[src/rtl/pid_gain_tuner_if.sv]
// pid_gain_tuner_if: bundles the button/lock inputs and the gain-bank outputs
// of pid_gain_tuner.
//   master : drives btn_inc, btn_dec, btn_sel, lock, load_defaults;
//            observes gains, sel_idx, at_limit, update
//   slave  : the tuner side of the same signals
interface pid_gain_tuner_if #(
  parameter int NUM_GAINS  = 3,
  parameter int GAIN_WIDTH = 16
);
  localparam int SEL_W = (NUM_GAINS > 1) ? $clog2(NUM_GAINS) : 1;

  logic                            btn_inc;
  logic                            btn_dec;
  logic                            btn_sel;
  logic                            lock;
  logic                            load_defaults;
  logic [NUM_GAINS*GAIN_WIDTH-1:0] gains;
  logic [SEL_W-1:0]                sel_idx;
  logic                            at_limit;
  logic                            update;

  modport master (
    output btn_inc, btn_dec, btn_sel, lock, load_defaults,
    input  gains, sel_idx, at_limit, update
  );

  modport slave (
    input  btn_inc, btn_dec, btn_sel, lock, load_defaults,
    output gains, sel_idx, at_limit, update
  );
endinterface

[src/rtl/pid_gain_tuner.sv]
// pid_gain_tuner: push-button tuning engine for a bank of unsigned gains.
// btn_sel cycles the active gain; btn_inc/btn_dec step it with saturation,
// auto-repeat while held and coarse steps after a number of repeats.
// Ports:
//   clk    : system clock
//   reset  : asynchronous, active-high reset
//   bus    : pid_gain_tuner_if.slave (buttons, lock, load_defaults in;
//            gains, sel_idx, at_limit, update out)
module pid_gain_tuner #(
  parameter int NUM_GAINS     = 3,
  parameter int GAIN_WIDTH    = 16,
  parameter int STEP_FINE     = 10,
  parameter int STEP_COARSE   = 100,
  parameter int HOLD_CYCLES   = 50000000,
  parameter int REPEAT_CYCLES = 10000000,
  parameter int COARSE_AFTER  = 8,
  parameter logic [NUM_GAINS*GAIN_WIDTH-1:0] INIT_VALUES = {16'd107, 16'd0, 16'd960}
) (
  input logic             clk,
  input logic             reset,
  pid_gain_tuner_if.slave bus
);
  localparam int SEL_W   = (NUM_GAINS > 1) ? $clog2(NUM_GAINS) : 1;
  localparam int SW      = GAIN_WIDTH + 2;
  localparam int CNT_MAX = (HOLD_CYCLES > REPEAT_CYCLES) ? HOLD_CYCLES : REPEAT_CYCLES;
  localparam int CNT_W   = $clog2(CNT_MAX + 1);
  localparam int REP_W   = (COARSE_AFTER > 0) ? $clog2(COARSE_AFTER + 1) : 1;

  localparam logic [SW-1:0]    FINE_S     = SW'(STEP_FINE);
  localparam logic [SW-1:0]    COARSE_S   = SW'(STEP_COARSE);
  localparam logic [CNT_W-1:0] HOLD_LAST  = CNT_W'(HOLD_CYCLES - 1);
  localparam logic [CNT_W-1:0] REP_LAST   = CNT_W'(REPEAT_CYCLES - 1);
  localparam logic [REP_W-1:0] REP_COARSE = REP_W'(COARSE_AFTER);
  localparam logic [SEL_W-1:0] SEL_LAST   = SEL_W'(NUM_GAINS - 1);

  typedef enum logic [1:0] {ST_IDLE, ST_HOLD, ST_REPEAT} state_t;
  typedef enum logic [1:0] {DIR_NONE, DIR_INC, DIR_DEC} dir_t;

  state_t                          state_r, state_n;
  dir_t                            dir_r, dir_n, dir_s;
  logic [CNT_W-1:0]                cnt_r, cnt_n;
  logic [REP_W-1:0]                rep_r, rep_n;
  logic [NUM_GAINS*GAIN_WIDTH-1:0] gains_r, gains_n;
  logic [SEL_W-1:0]                sel_r, sel_n;
  logic                            update_r, update_n;
  logic                            prev_inc_r, prev_dec_r, prev_sel_r;

  logic [GAIN_WIDTH-1:0] active_s, clamp_s;
  logic [SW-1:0]         ext_s, mag_s, sum_s;
  logic                  rise_s, sel_rise_s, coarse_s, do_step_s;

  assign active_s   = gains_r[sel_r*GAIN_WIDTH +: GAIN_WIDTH];
  assign sel_rise_s = bus.btn_sel & ~prev_sel_r;
  // A step only starts on a fresh press of the button that alone defines dir;
  // releasing one of two held buttons leaves the other high, not rising.
  assign rise_s     = ((dir_s == DIR_INC) & ~prev_inc_r) | ((dir_s == DIR_DEC) & ~prev_dec_r);
  assign coarse_s   = (state_r == ST_REPEAT) && (rep_r >= REP_COARSE);

  // Two extra bits: the MSB flags an underflow below zero, the next one an
  // overflow past the all-ones gain.
  assign ext_s = {2'b00, active_s};
  assign mag_s = coarse_s ? COARSE_S : FINE_S;
  assign sum_s = (dir_s == DIR_DEC) ? (ext_s - mag_s) : (ext_s + mag_s);

  // Decode the requested direction from the two button levels.
  always_comb begin
    dir_s = DIR_NONE;
    if (bus.btn_inc && !bus.btn_dec) begin
      dir_s = DIR_INC;
    end else if (bus.btn_dec && !bus.btn_inc) begin
      dir_s = DIR_DEC;
    end else begin
      dir_s = DIR_NONE;
    end
  end

  // Saturate the stepped value into the unsigned gain range.
  always_comb begin
    clamp_s = sum_s[GAIN_WIDTH-1:0];
    if (sum_s[SW-1]) begin
      clamp_s = {GAIN_WIDTH{1'b0}};
    end else if (sum_s[SW-2]) begin
      clamp_s = {GAIN_WIDTH{1'b1}};
    end else begin
      clamp_s = sum_s[GAIN_WIDTH-1:0];
    end
  end

  // Next-state, counter, select and gain-bank logic.
  always_comb begin
    state_n   = state_r;
    dir_n     = dir_r;
    cnt_n     = cnt_r;
    rep_n     = rep_r;
    gains_n   = gains_r;
    sel_n     = sel_r;
    update_n  = 1'b0;
    do_step_s = 1'b0;
    if (bus.load_defaults) begin
      gains_n  = INIT_VALUES;
      sel_n    = {SEL_W{1'b0}};
      state_n  = ST_IDLE;
      dir_n    = DIR_NONE;
      cnt_n    = {CNT_W{1'b0}};
      rep_n    = {REP_W{1'b0}};
      update_n = (gains_r != INIT_VALUES);
    end else if (bus.lock) begin
      state_n = ST_IDLE;
      dir_n   = DIR_NONE;
      cnt_n   = {CNT_W{1'b0}};
      rep_n   = {REP_W{1'b0}};
    end else begin
      case (state_r)
        ST_IDLE: begin
          if (dir_s != DIR_NONE && rise_s) begin
            do_step_s = 1'b1;
            state_n   = ST_HOLD;
            dir_n     = dir_s;
            cnt_n     = {CNT_W{1'b0}};
            rep_n     = {REP_W{1'b0}};
          end else begin
            state_n = ST_IDLE;
          end
          if (sel_rise_s) begin
            sel_n = (sel_r == SEL_LAST) ? {SEL_W{1'b0}} : sel_r + SEL_W'(1);
          end else begin
            sel_n = sel_r;
          end
        end
        ST_HOLD: begin
          if (dir_s != dir_r) begin
            state_n = ST_IDLE;
            dir_n   = DIR_NONE;
            cnt_n   = {CNT_W{1'b0}};
          end else if (cnt_r == HOLD_LAST) begin
            do_step_s = 1'b1;
            state_n   = ST_REPEAT;
            cnt_n     = {CNT_W{1'b0}};
            rep_n     = REP_W'(1);
          end else begin
            cnt_n = cnt_r + CNT_W'(1);
          end
        end
        ST_REPEAT: begin
          if (dir_s != dir_r) begin
            state_n = ST_IDLE;
            dir_n   = DIR_NONE;
            cnt_n   = {CNT_W{1'b0}};
            rep_n   = {REP_W{1'b0}};
          end else if (cnt_r == REP_LAST) begin
            do_step_s = 1'b1;
            cnt_n     = {CNT_W{1'b0}};
            rep_n     = (rep_r < REP_COARSE) ? rep_r + REP_W'(1) : rep_r;
          end else begin
            cnt_n = cnt_r + CNT_W'(1);
          end
        end
        default: begin
          state_n = ST_IDLE;
          dir_n   = DIR_NONE;
          cnt_n   = {CNT_W{1'b0}};
          rep_n   = {REP_W{1'b0}};
        end
      endcase
      if (do_step_s) begin
        gains_n[sel_r*GAIN_WIDTH +: GAIN_WIDTH] = clamp_s;
        update_n = (clamp_s != active_s);
      end else begin
        update_n = 1'b0;
      end
    end
  end

  // State and datapath registers; button history tracks even under lock.
  always_ff @(posedge clk or posedge reset) begin
    if (reset) begin
      state_r    <= ST_IDLE;
      dir_r      <= DIR_NONE;
      cnt_r      <= {CNT_W{1'b0}};
      rep_r      <= {REP_W{1'b0}};
      gains_r    <= INIT_VALUES;
      sel_r      <= {SEL_W{1'b0}};
      update_r   <= 1'b0;
      prev_inc_r <= 1'b0;
      prev_dec_r <= 1'b0;
      prev_sel_r <= 1'b0;
    end else begin
      state_r    <= state_n;
      dir_r      <= dir_n;
      cnt_r      <= cnt_n;
      rep_r      <= rep_n;
      gains_r    <= gains_n;
      sel_r      <= sel_n;
      update_r   <= update_n;
      prev_inc_r <= bus.btn_inc;
      prev_dec_r <= bus.btn_dec;
      prev_sel_r <= bus.btn_sel;
    end
  end

  assign bus.gains    = gains_r;
  assign bus.sel_idx  = sel_r;
  assign bus.update   = update_r;
  assign bus.at_limit = (active_s == {GAIN_WIDTH{1'b0}}) || (active_s == {GAIN_WIDTH{1'b1}});
endmodule

[src/flat_wrapper.sv]
// flat-port wrapper written by rule: the top's interface ports become plain ports
module pid_gain_tuner_flat 
#(
  parameter int NUM_GAINS     = 3,
  parameter int GAIN_WIDTH    = 16,
  parameter int STEP_FINE     = 10,
  parameter int STEP_COARSE   = 100,
  parameter int HOLD_CYCLES   = 50000000,
  parameter int REPEAT_CYCLES = 10000000,
  parameter int COARSE_AFTER  = 8,
  parameter logic [NUM_GAINS*GAIN_WIDTH-1:0] INIT_VALUES = {16'd107, 16'd0, 16'd960}
)
  (clk, reset, bus_btn_inc, bus_btn_dec, bus_btn_sel, bus_lock, bus_load_defaults, bus_gains, bus_sel_idx, bus_at_limit, bus_update);
  pid_gain_tuner_if #(.NUM_GAINS(NUM_GAINS), .GAIN_WIDTH(GAIN_WIDTH)) bus_i ();
  input logic clk;
  input logic reset;
  input wire logic [$bits(bus_i.btn_inc)-1:0] bus_btn_inc;
  input wire logic [$bits(bus_i.btn_dec)-1:0] bus_btn_dec;
  input wire logic [$bits(bus_i.btn_sel)-1:0] bus_btn_sel;
  input wire logic [$bits(bus_i.lock)-1:0] bus_lock;
  input wire logic [$bits(bus_i.load_defaults)-1:0] bus_load_defaults;
  output wire logic [$bits(bus_i.gains)-1:0] bus_gains;
  output wire logic [$bits(bus_i.sel_idx)-1:0] bus_sel_idx;
  output wire logic [$bits(bus_i.at_limit)-1:0] bus_at_limit;
  output wire logic [$bits(bus_i.update)-1:0] bus_update;
  assign bus_i.btn_inc = bus_btn_inc;
  assign bus_i.btn_dec = bus_btn_dec;
  assign bus_i.btn_sel = bus_btn_sel;
  assign bus_i.lock = bus_lock;
  assign bus_i.load_defaults = bus_load_defaults;
  assign bus_gains = bus_i.gains;
  assign bus_sel_idx = bus_i.sel_idx;
  assign bus_at_limit = bus_i.at_limit;
  assign bus_update = bus_i.update;
  pid_gain_tuner #(.NUM_GAINS(NUM_GAINS), .GAIN_WIDTH(GAIN_WIDTH), .STEP_FINE(STEP_FINE), .STEP_COARSE(STEP_COARSE), .HOLD_CYCLES(HOLD_CYCLES), .REPEAT_CYCLES(REPEAT_CYCLES), .COARSE_AFTER(COARSE_AFTER), .INIT_VALUES(INIT_VALUES)) u_core (.clk(clk), .reset(reset), .bus(bus_i));
endmodule
[config.mk]
export PLATFORM = sky130hd
export DESIGN_NAME = pid_gain_tuner_flat
export DESIGN_NICKNAME = d
export VERILOG_FILES = /design/src/rtl/pid_gain_tuner_if.sv /design/src/rtl/pid_gain_tuner.sv /design/src/flat_wrapper.sv
export SDC_FILE = /design/constraint.sdc
export NUM_CORES = 1
export LEC_CHECK = 0
export CAP_MARGIN = 20
export CORE_UTILIZATION = 54
export CTS_BUF_LIST = sky130_fd_sc_hd__clkbuf_4
export CTS_CLUSTER_DIAMETER = 80
export DETAILED_ROUTE_END_ITERATION = 10
export PLACE_DENSITY = 0.8
export SETUP_SLACK_MARGIN = 0.1
export SLEW_MARGIN = 25
export SYNTH_ARGS = -nofsm -noshare
export SYNTH_HDL_FRONTEND = slang
export SYNTH_SLANG_ARGS = --single-unit
[constraint.sdc]
create_clock -name clk -period 3.75 [get_ports clk]
set_input_delay 0.75 -clock clk [delete_from_list [all_inputs] [get_ports clk]]
set_output_delay 0.75 -clock clk [all_outputs]
set_load 0.01 [all_outputs]
==> insert_results.sql <==
INSERT INTO impl_metrics (metric_group, metric, value, unit) VALUES
('grt', 'globalRouteTotalUtil', '33.5', '%'),
('setup_path', 'slowest_delay', '460', 'ps'),
('die', 'rows', '37', ''),
('die', 'start_util', '56.3', '%'),
('detailed_routing', 'num_vias', '5787', ''),
('logic_synthesis', 'synthArstFlopShare', '100', '%'),
('logic_synthesis', 'synthAdderAreaFrac', '6.01', '%'),
('detailed_routing', 'drt_drc_violations_left', '0', ''),
('die', 'fp.dieW', '106', 'um'),
('sta', 'final_min_period_over_clock_period', '95.5', '%'),
('logic_synthesis', 'synth-warning-count', '0', ''),
('setup_path', 'cp-end-kind', 'flip-flop', ''),
('grt', 'antenna_found_initial', '0', ''),
('pwr', 'vdd.ir_drop.worst', '184', 'uV'),
('clock_network', 'count_of_h_tree_levels_built_during_cts', '3', ''),
('detailed_routing', 'route.final.wire_length', '18300', 'um'),
('clock_network', 'longest_clk_path_bufs', '2', ''),
('placed_design', 'dp_hpwl', '13500', 'um'),
('detailed_routing', 'wl_cell', '20.4', 'um'),
('pwr', 'cellPowerDensity', '275', 'nW/um^2'),
('grt', 'grtUsageMet1', '44.8', '%'),
('logic_synthesis', 'post_synth_most_frequent_cells', '89 x nand2_1, 79 x dfrtp_1, 60 x o21ai_0, 35 x nor2_1, 28 x inv_1', ''),
('setup_path', 'setup.reg_to_reg.worst_slack', '170', 'ps'),
('sta', 'finalCriticalPeriod', '3580', 'ps'),
('pwr', 'report.power.total', '2000', 'uW'),
('sta', 'relSlewSlack', '36.0', '%'),
('sta', 'hold-worst-slack', '499', 'ps'),
('die', 'die-height', '106', 'um'),
('logic_synthesis', 'synth-seq-area-share', '37.7', '%'),
('logic_synthesis', 'synth-seq-cells', '88', ''),
('setup_path', 'cp_top_family', 'compound AO/OA/AOI/OAI gates', ''),
('cells_and_area', 'drive_gt1_share', '17.5', '%'),
('grt', 'grt.busiest_layer', 'met2', ''),
('clock_network', 'tritoncts', 'yes', ''),
('logic_synthesis', 'synth_edf_count', '0', ''),
('logic_synthesis', 'synth.top_cells.by_area', 'dfrtp_1 34%, nand2_1 5.7%, ha_1 5.3%', ''),
('logic_synthesis', 'number_of_cells_produced_by_synthesis', '660', ''),
('setup_path', 'timing.critical_path.arrival', '3940', 'ps'),
('grt', 'groute.layer.met2.usage', '54.0', '%'),
('setup_path', 'critical_path.reg2reg.startpoint', 'u_core.bus.sel_idx[1]$_DFFE_PP0P_', ''),
('sta', 'max_freq', '279', 'MHz'),
('logic_synthesis', 'synth.largest_area_cell', 'dfrtp_1', ''),
('grt', 'grt_max_degree', '89', ''),
('logic_synthesis', 'combinational_family_with_the_most_area_after_synthesis', 'compound AO/OA/AOI/OAI gates', ''),
('setup_path', 'critical_path_required', '4110', 'ps'),
('placed_design', 'place.gp.congestion', '0.937', ''),
('outcome', 'status', 'finished clean', ''),
('clock_network', 'numCtsBuffers', '9', ''),
('clock_network', 'root_buffer', 'clkbuf_4', ''),
('logic_synthesis', 'synth.area.mux_share', '2.98', '%'),
('setup_path', 'crit_buf_inv', '3', ''),
('detailed_routing', 'drt_pass1_iterations', '5', ''),
('sta', 'skew', '22.5', 'ps'),
('sta', 'timing.final.setup_violations', '0', ''),
('detailed_routing', 'viasPerCell', '6.44', ''),
('logic_synthesis', 'mean_area_per_synthesized_cell', '8.89', 'um^2'),
('die', 'core-area', '10400', 'um^2'),
('grt', 'grt_pass1_wl', '29300', 'um'),
('setup_path', 'startpoint_type', 'flip-flop', ''),
('cells_and_area', 'synthToLayoutAreaGrowth', '23.7', '%'),
('sta', 'actual_slew_at_the_worst_max_slew_pin', '961', 'ps'),
('setup_path', 'r2r.worst_path.cells', '13', ''),
('setup_path', 'critPathLaunch', 'u_core.bus.sel_idx[1]$_DFFE_PP0P_', ''),
('logic_synthesis', 'synth_simple_gate_area_share', '23.1', '%'),
('cells_and_area', 'diodes', '0', ''),
('placed_design', 'numPortBuffers', '58', ''),
('detailed_routing', 'detail_route.iter0.violations', '597', ''),
('logic_synthesis', 'post_synth_num_cell_types', '79', ''),
('setup_path', 'crit_path_top_delay_cell', 'dfrtp_2', ''),
('logic_synthesis', 'synth-compound-area-share', '23.2', '%'),
('detailed_routing', 'postRouteAntennaNets', '0', '');
[cell usage in the layout (no fill, tap or decap), types with 20 or more instances in the layout]
master | synthesis | layout
buf_4 | 3 | 51
dfrtp_1 | 79 | 78
ha_1 | 25 | 23
a21oi_1 | 25 | 20
clkdlybuf4s50_1 | 0 | 57
nand3_1 | 25 | 25
nor2_1 | 35 | 35
o21ai_0 | 60 | 56
nand2_1 | 89 | 88
inv_1 | 28 | 25
[what timing repair did]
action / CTS / global route
hold endpoints to repair: 0 / 0
buffers inserted: 5 / 4
pin swaps: 1 / 4
endpoints found under the setup margin: 10 / 33
gates resized for setup: 12 / 31
[worst min-delay path by stage]
stage	to	from	slack, ps	depth (start not counted)
after global routing	u_core.cnt_r[6]$_DFFE_PP0P_	u_core.cnt_r[6]$_DFFE_PP0P_	520	1
after global placement	u_core.cnt_r[20]$_DFFE_PP0P_	u_core.cnt_r[20]$_DFFE_PP0P_	470	1
final	u_core.cnt_r[6]$_DFFE_PP0P_	u_core.cnt_r[6]$_DFFE_PP0P_	500	1
after floorplan	u_core.cnt_r[6]$_DFFE_PP0P_	u_core.cnt_r[6]$_DFFE_PP0P_	440	1
after detailed placement	u_core.cnt_r[6]$_DFFE_PP0P_	u_core.cnt_r[6]$_DFFE_PP0P_	470	1
after CTS	u_core.cnt_r[6]$_DFFE_PP0P_	u_core.cnt_r[6]$_DFFE_PP0P_	500	1
[layer usage]
metal  part of all wire (%)  up-vias
met5                      0        -
met1                     42     2829
met3                    7.3       53
li1                       -     2642
met2                     47      263
met4                    3.6        0
[logic make-up after synthesis]
group / count (synthesis)
and+or+nand+nor: 255
adders and majority gates: 27
DFF: 88
AOI/OAI and AO/OA: 198
muxes: 17
xor gates and xnor gates: 21
buffers and inverters: 54
[power breakdown]
part | switching, uW | internal, uW | total (uW)
clock | 359 | 414 | 773
sequential | 7.41 | 959 | 966
combinational | 163 | 92.8 | 256
[worst reg2reg max path, stage by stage, from the launching register on]
cell and delay, ps:
dfrtp_2 460, buf_4 150, mux2i_1 170, nor2_1 80
a21oi_2 170, inv_2 80, ha_4 300, inv_1 60
a211o_1 330, o311a_1 360, o32a_1 390, a21oi_4 250
o21ai_0 300, o311ai_0 400
[final cells by class]
class                   instances  area, um^2
flip-flops and latches         88        2210
multi-input cells             518        3550
inverters                      29         110
fillers                       806        3160
clock buffers                   9        67.6
well taps                     136         170
clock inverters                 7         149
repair buffers                111         993
[registers in the layout, summed over array words and instances, names as in the netlist]
signal / cells
u_core.bus.gains: 48
u_core.bus.sel_idx: 2
u_core.bus.update: 1
u_core.cnt_r: 26
u_core.dir_r: 2
u_core.prev_dec_r: 1
u_core.prev_inc_r: 1
u_core.prev_sel_r: 1
u_core.rep_r: 4
u_core.state_r: 2
[per-stage QoR]
step / instances / utilization, % / instance area (um^2) / TNS [ps] / setup WS [ps]
after CTS: 894 / 68.6 / 7150 / 0 / 140
after global placement: 873 / 65.8 / 6850 / 0 / 106
final: 898 / 69.7 / 7260 / 0 / 167
after detailed placement: 873 / 65.8 / 6850 / -67.4 / -67.4
after global routing: 898 / 69.7 / 7260 / 0 / 64.8
after floorplan: 660 / - / 5870 / 0 / 117
Note: power is estimated with default switching activity, not from simulation.
